==> config.mk <==
export PLATFORM = sky130hd
export DESIGN_NAME = mac_accumulate_stage_flat
export DESIGN_NICKNAME = d
export VERILOG_FILES = /design/src/rtl/mac_pkg.sv /design/src/rtl/mac_accumulate_stage_if.sv /design/src/rtl/dadda_8_8_mult.sv /design/src/rtl/mac_accumulate_stage.sv /design/src/flat_wrapper.sv
export SDC_FILE = /design/constraint.sdc
export NUM_CORES = 1
export LEC_CHECK = 0
export CORE_MARGIN = 2
export CORE_UTILIZATION = 60
export DETAILED_ROUTE_END_ITERATION = 8
export GPL_TIMING_DRIVEN = 0
export PLACE_DENSITY = 0.82
export RECOVER_POWER = 100
export SYNTH_ARGS = -nofsm -noshare
export SYNTH_HDL_FRONTEND = slang
export SYNTH_SLANG_ARGS = --single-unit
==> constraint.sdc <==
create_clock -name clk -period 2.71 [get_ports clk]
set_clock_uncertainty 0.05 [all_clocks]
set_input_delay 0.6775 -clock clk [delete_from_list [all_inputs] [get_ports clk]]
set_output_delay 0.6775 -clock clk [all_outputs]
set_load 0.03 [all_outputs]
==> src/rtl/mac_pkg.sv <==
// Shared constants for the MAC-team pipeline stages: default accumulator/counter
// widths and the operand/product widths of the 8x8 multiplier datapath.
package mac_pkg;
   localparam int unsigned MAC_ACC_W  = 24;
   localparam int unsigned MAC_CNT_W  = 16;
   localparam int unsigned MAC_OP_W   = 8;
   localparam int unsigned MAC_PROD_W = 16;
endpackage

==> src/rtl/mac_accumulate_stage_if.sv <==
// Operand-in and result-out handshake bundle for mac_accumulate_stage.
// master = producer/consumer side, slave = the MAC stage.
interface mac_accumulate_stage_if #(
   parameter int unsigned ACC_W = mac_pkg::MAC_ACC_W,
   parameter int unsigned CNT_W = mac_pkg::MAC_CNT_W
);
   logic                         in_valid;
   logic                         in_ready;
   logic [mac_pkg::MAC_OP_W-1:0] in_a;
   logic [mac_pkg::MAC_OP_W-1:0] in_b;
   logic                         in_last;
   logic                         out_valid;
   logic                         out_ready;
   logic [ACC_W-1:0]             out_acc;
   logic [CNT_W-1:0]             out_cnt;
   logic                         out_ovf;

   modport master (
      output in_valid, in_a, in_b, in_last, out_ready,
      input  in_ready, out_valid, out_acc, out_cnt, out_ovf
   );

   modport slave (
      input  in_valid, in_a, in_b, in_last, out_ready,
      output in_ready, out_valid, out_acc, out_cnt, out_ovf
   );
endinterface

==> src/rtl/dadda_8_8_mult.sv <==
// Combinational 8x8 unsigned multiplier; partial products are summed in
// shift-add form and reduced to a compressor tree by synthesis.
module dadda_8_8_mult (
   input  logic [mac_pkg::MAC_OP_W-1:0]   a,
   input  logic [mac_pkg::MAC_OP_W-1:0]   b,
   output logic [mac_pkg::MAC_PROD_W-1:0] p
);
   import mac_pkg::*;

   always_comb begin
      p = '0;
      for (int unsigned i = 0; i < MAC_OP_W; i++) begin
         if (b[i]) p = p + (MAC_PROD_W'(a) << i);
      end
   end
endmodule

==> src/rtl/mac_accumulate_stage.sv <==
// Two-stage multiply-accumulate: registered product, then a wide sticky-overflow
// accumulator that hands each completed group to a one-entry result buffer.
module mac_accumulate_stage #(
   parameter int unsigned ACC_W = mac_pkg::MAC_ACC_W,
   parameter int unsigned CNT_W = mac_pkg::MAC_CNT_W
) (
   input  logic                   clk,
   input  logic                   rst_n,
   mac_accumulate_stage_if.slave  bus
);
   import mac_pkg::*;

   logic                  p_valid_q, p_valid_d;
   logic                  p_last_q, p_last_d;
   logic [MAC_PROD_W-1:0] p_prod_q, p_prod_d;
   logic [MAC_PROD_W-1:0] mult_p;
   logic [ACC_W-1:0]      acc_q, acc_d;
   logic [CNT_W-1:0]      cnt_q, cnt_d;
   logic                  ovf_q, ovf_d;
   logic                  out_valid_q, out_valid_d;
   logic [ACC_W-1:0]      out_acc_q, out_acc_d;
   logic [CNT_W-1:0]      out_cnt_q, out_cnt_d;
   logic                  out_ovf_q, out_ovf_d;
   logic [ACC_W:0]        sum;
   logic [CNT_W-1:0]      cnt_inc;
   logic                  ovf_inc;
   logic                  consume;
   logic                  in_fire;

   dadda_8_8_mult u_mult (
      .a (bus.in_a),
      .b (bus.in_b),
      .p (mult_p)
   );

   // Only a last product needs the result buffer, so only it can be blocked.
   assign consume = p_valid_q && !(p_last_q && out_valid_q && !bus.out_ready);
   assign in_fire = bus.in_valid && bus.in_ready;

   assign bus.in_ready  = !p_valid_q || consume;
   assign bus.out_valid = out_valid_q;
   assign bus.out_acc   = out_acc_q;
   assign bus.out_cnt   = out_cnt_q;
   assign bus.out_ovf   = out_ovf_q;

   always_comb begin
      sum     = {1'b0, acc_q} + (ACC_W + 1)'(p_prod_q);
      cnt_inc = (cnt_q == '1) ? cnt_q : cnt_q + CNT_W'(1);
      ovf_inc = ovf_q | sum[ACC_W];

      p_valid_d   = p_valid_q;
      p_last_d    = p_last_q;
      p_prod_d    = p_prod_q;
      acc_d       = acc_q;
      cnt_d       = cnt_q;
      ovf_d       = ovf_q;
      out_valid_d = out_valid_q;
      out_acc_d   = out_acc_q;
      out_cnt_d   = out_cnt_q;
      out_ovf_d   = out_ovf_q;

      if (out_valid_q && bus.out_ready) out_valid_d = 1'b0;

      if (in_fire) begin
         p_valid_d = 1'b1;
         p_last_d  = bus.in_last;
         p_prod_d  = mult_p;
      end else if (consume) begin
         p_valid_d = 1'b0;
      end

      if (consume) begin
         if (p_last_q) begin
            out_valid_d = 1'b1;
            out_acc_d   = sum[ACC_W-1:0];
            out_cnt_d   = cnt_inc;
            out_ovf_d   = ovf_inc;
            acc_d       = '0;
            cnt_d       = '0;
            ovf_d       = 1'b0;
         end else begin
            acc_d = sum[ACC_W-1:0];
            cnt_d = cnt_inc;
            ovf_d = ovf_inc;
         end
      end
   end

   always_ff @(posedge clk or negedge rst_n) begin
      if (!rst_n) begin
         p_valid_q   <= 1'b0;
         p_last_q    <= 1'b0;
         p_prod_q    <= '0;
         acc_q       <= '0;
         cnt_q       <= '0;
         ovf_q       <= 1'b0;
         out_valid_q <= 1'b0;
         out_acc_q   <= '0;
         out_cnt_q   <= '0;
         out_ovf_q   <= 1'b0;
      end else begin
         p_valid_q   <= p_valid_d;
         p_last_q    <= p_last_d;
         p_prod_q    <= p_prod_d;
         acc_q       <= acc_d;
         cnt_q       <= cnt_d;
         ovf_q       <= ovf_d;
         out_valid_q <= out_valid_d;
         out_acc_q   <= out_acc_d;
         out_cnt_q   <= out_cnt_d;
         out_ovf_q   <= out_ovf_d;
      end
   end
endmodule

==> src/flat_wrapper.sv <==
// flat-port wrapper written by rule: the top's interface ports become plain ports
module mac_accumulate_stage_flat import mac_pkg::*;
#(
   parameter int unsigned ACC_W = mac_pkg::MAC_ACC_W,
   parameter int unsigned CNT_W = mac_pkg::MAC_CNT_W
)
  (clk, rst_n, bus_in_valid, bus_in_a, bus_in_b, bus_in_last, bus_out_ready, bus_in_ready, bus_out_valid, bus_out_acc, bus_out_cnt, bus_out_ovf);
  mac_accumulate_stage_if #(.ACC_W(ACC_W), .CNT_W(CNT_W)) bus_i ();
  input  logic clk;
  input  logic rst_n;
  input wire logic [$bits(bus_i.in_valid)-1:0] bus_in_valid;
  input wire logic [$bits(bus_i.in_a)-1:0] bus_in_a;
  input wire logic [$bits(bus_i.in_b)-1:0] bus_in_b;
  input wire logic [$bits(bus_i.in_last)-1:0] bus_in_last;
  input wire logic [$bits(bus_i.out_ready)-1:0] bus_out_ready;
  output wire logic [$bits(bus_i.in_ready)-1:0] bus_in_ready;
  output wire logic [$bits(bus_i.out_valid)-1:0] bus_out_valid;
  output wire logic [$bits(bus_i.out_acc)-1:0] bus_out_acc;
  output wire logic [$bits(bus_i.out_cnt)-1:0] bus_out_cnt;
  output wire logic [$bits(bus_i.out_ovf)-1:0] bus_out_ovf;
  assign bus_i.in_valid = bus_in_valid;
  assign bus_i.in_a = bus_in_a;
  assign bus_i.in_b = bus_in_b;
  assign bus_i.in_last = bus_in_last;
  assign bus_i.out_ready = bus_out_ready;
  assign bus_in_ready = bus_i.in_ready;
  assign bus_out_valid = bus_i.out_valid;
  assign bus_out_acc = bus_i.out_acc;
  assign bus_out_cnt = bus_i.out_cnt;
  assign bus_out_ovf = bus_i.out_ovf;
  mac_accumulate_stage #(.ACC_W(ACC_W), .CNT_W(CNT_W)) u_core (.clk(clk), .rst_n(rst_n), .bus(bus_i));
endmodule
==> results.md <==
* Worst skew pair latency at ~0.34 ns
* MaxCap Viol Count at 1
* Status: finished, violations left
* CP peak stage delay at 0.42 ns
* Initial core utilization at 0.611
* Antenna Nets Post-Route at 0
* # diodes at 0
* Slew Viols, Final at 35
* Count of warnings emitted by yosys at 0
* Max VDD drop at 580 uV
* Met3 WL post-DR at 2210 um
* Die H at ~120 um
* CTS tree: built
* First-pass GRT wire length at 39400 um
* Final hold viol count at 0
* Ports at 64
* H-tree depth at 3
* Fin Setup TNS at -61.50 ns
* Post-Synthesis Cells at 992
* Final min period at 9.07 ns
* Rows at 43
* Reg2Reg Depth at 9
* Hold endpoint: u_core.bus.out_cnt[5]$_DFFE_PN0P_
* Layout cells sized above 1 at 0.268
* IO Port Bufs at 60
* Total global routing overflow at 0
* Crit path top cell by count: ha_4
* Largest net degree at the start of global routing at between 60 and 70
* CP Capture Type: flop
* Routed wl met2 at 14000 um
* Core Region at 13800 um^2
* Reg2reg setup slack at 0.03 ns
* Syn Area/Cell at 8.48 um^2
* # hold bufs at CTS at 0
* Wl on met1 at approximately 11000 um
* Primary FF master, synth: dfrtp_1
* Actual slew at the worst max-slew pin at 1.86 ns
* Post-synthesis cell area at 8420 um^2
* Unrepaired setup endpoints after global routing: true
* Num CTS Buffers at 9
* Ratio of final minimum period to clock period at 3.35
* R2R Path Start: u_core.acc_q[8]$_DFFE_PN0P_
* Synth unique cells at about 80
* Fraction of registers with async set/reset at 1.00
* Total Routing Usage GR at 0.327
* Synthesized flop and latch total at approximately 100
* Vias in the first global route at between 8000 and 9000
* Sequential fraction of the synthesis area at 0.300
* Setup ws final at -6.36 ns
* CP arrival at 9.27 ns
* Failing checks: max-capacitance violations, max-slew violations, negative setup slack
* Hold path cells at 2
* Pre-Repair DR Iteration Count at 6
* Global placement routability congestion at 0.913
* Hold Crit Start: u_core.bus.out_cnt[5]$_DFFE_PN0P_
* CP max FO at 11
* Slew margin rel. at -0.238
* Layout Nets at around 1300
* CTS root buffer: clkbuf_16
* Pre-CTS setup slack at -7.22 ns
* HP Class: reg -> reg
* Clk slew on worst S/H paths at approximately 0.070 ns
* Final hold slack at 0.420 ns
* Req. time, crit path at 2.91 ns
* Routed wire length at 29000 um
* CTS sink cnt at 101
* Post-synth EDFFs at 0
* # setup viols final at 17
* WS Path Type: in -> reg
* Power, Total at 0.0102 W
* Top Layer Used: met4
* Syn_nets at between 1000 and 1500
* Worst setup SP type: primary input
* WL per Instance at approximately 21 um
* Capturing point of the worst reg2reg path: u_core.acc_q[19]$_DFFE_PN0P_
* # fillers at a little under 800
* Final Core Density at 0.828
* Die Wd at approximately 120 um
* Slowest CP cell: buf_2
* Die area at 15000 um^2
* Vias at between 9000 and 10000
* DRT iter0 DRCs at 1075
* PD cells at approximately 900 nW/um^2
* Vias/cell at 6.78
* Synth-to-Final Area Change at 35.6%
* # DRC at 0
* Post-DP HPWL at 16000 um
* CTS Buffer Depth at 2
* Initial antenna violation count at 0
* Maximum clock rate at 110 MHz
* Leak at 5.09 nW
cell type report:
cell class / count / area, um^2 / share of cell area
Multi-Input combinational cell: 812 / 6540 / 0.573
Clock buffer: 10 / 239 / 0.0209
Timing Repair Buffer: 166 / 1420 / 0.125
Buffer: 36 / 158 / 0.0138
Tap cell: 180 / 225 / 0.0197
Clock inverter: 6 / 134 / 0.0117
Sequential cell: 101 / 2530 / 0.222
Inverter: 43 / 168 / 0.0147
synth_stat cells (11+ instances only):
| master | count | share of area |
|---|---|---|
| a211oi_1 | 12 | 0.011 |
| a21o_1 | 24 | 0.021 |
| a21oi_1 | 66 | 0.039 |
| a22o_1 | 13 | 0.014 |
| and2_1 | 11 | 0.0082 |
| and3_1 | 15 | 0.011 |
| clkbuf_1 | 30 | 0.013 |
| dfrtp_1 | 101 | 0.30 |
| ha_1 | 78 | 0.12 |
| inv_1 | 42 | 0.019 |
| mux2_2 | 12 | 0.016 |
| nand2_1 | 129 | 0.058 |
| nand3_1 | 19 | 0.011 |
| nor2_1 | 55 | 0.025 |
| nor2b_1 | 13 | 0.0097 |
| nor3_1 | 20 | 0.012 |
| o21a_1 | 13 | 0.012 |
| o21ai_0 | 105 | 0.062 |
| o21bai_1 | 13 | 0.012 |
| o31ai_1 | 15 | 0.013 |
| xnor2_1 | 44 | 0.046 |
| xor2_1 | 13 | 0.014 |
cells by family (layout without fill, tap and decap cells):
family,after synthesis,in the layout,synth area share
AOI/OAI and AO/OA,341,341,0.271
xor gates and xnor gates,57,57,0.0593
adders and majority gates,86,86,0.135
buffers and inverters,79,261,0.0357
DFF,101,101,0.300
muxes,19,19,0.0244
and+or+nand+nor,309,309,0.174
timing repair:
| item | 4_1_cts | 5_1_grt |
|---|---|---|
| resized for setup | 123 | 83 |
| setup endpoints to repair | 41 | 40 |
| pin swaps | 74 | 70 |
| setup buffers | 78 | 31 |
worst max-delay path: cells and delay by family:
family,cells,cell delay (ns)
fa+ha+maj,7,2.14
compound gates,20,3.43
xor+xnor,2,0.32
buf+inv,3,0.65
simple gates,12,2.03
worst max-delay path by stage:
stage / from / endpoint / slack [ns]
floorplan: bus_in_b[0] / u_core.p_prod_q[12]$_DFFE_PN0P_ / -5.28
global placement: bus_in_a[5] / u_core.p_prod_q[12]$_DFFE_PN0P_ / -7.13
detailed placement: bus_in_a[5] / u_core.p_prod_q[12]$_DFFE_PN0P_ / -7.22
CTS: bus_in_b[0] / u_core.p_prod_q[15]$_DFFE_PN0P_ / -5.62
global route: bus_in_b[0] / u_core.p_prod_q[12]$_DFFE_PN0P_ / -6.59
finish: bus_in_a[4] / u_core.p_prod_q[12]$_DFFE_PN0P_ / -6.36
placed cells by master, fill, tap and decap left out, types with 7 or more instances in the layout:
cell / count
nand2b_1: 8
nand4_1: 7
and2_1: 7
nor2b_1: 7
inv_2: 12
inv_1: 29
mux2_2: 10
buf_6: 14
o21ai_2: 13
xnor2_2: 9
clkbuf_1: 32
o31ai_1: 9
o21ai_0: 84
o21ai_1: 17
nor3_1: 17
a211oi_1: 7
nand3b_1: 7
clkbuf_16: 9
ha_4: 26
nand2_1: 125
ha_1: 44
a21oi_1: 45
o21a_1: 12
o21bai_1: 11
a21oi_2: 20
a21o_1: 24
dfrtp_1: 101
xnor2_1: 35
nor2_1: 51
and3_1: 15
o211ai_1: 9
buf_4: 96
a31oi_1: 7
ha_2: 8
dlygate4sd3_1: 43
or3_1: 8
xor2_1: 13
nand3_1: 15
a22o_1: 13
metrics by stage:
step / instances / area (um^2)
finish: 1354 / 11400
global route: 1354 / 11400
floorplan: 992 / 8680
detailed placement: 1233 / 9530
global placement: 1232 / 9510
CTS: 1326 / 10800
layer usage:
metal,vias to the layer above,GRT usage
li1,3983,-
met1,4397,0.393
met2,609,0.585
met3,188,0.0409
met4,0,0.140
met5,-,0
sequential cells by signal, summed over array words and instances, names as in the netlist:
register	count
u_core.p_valid_q	1
u_core.acc_q	24
u_core.cnt_q	16
u_core.bus.out_acc	24
u_core.bus.out_cnt	16
u_core.p_prod_q	16
u_core.bus.out_ovf	1
u_core.bus.out_valid	1
u_core.ovf_q	1
u_core.p_last_q	1
where the power goes:
part / internal [W] / switching (W) / leakage (nW) / total [W]
Clock: 0.00102 / 0.000568 / 0.183 / 0.00159
Combinational: 0.00296 / 0.00353 / 3.59 / 0.00649
Sequential: 0.00188 / 0.000255 / 1.32 / 0.00214
No activity file was read; power rests on OpenSTA's default activity.
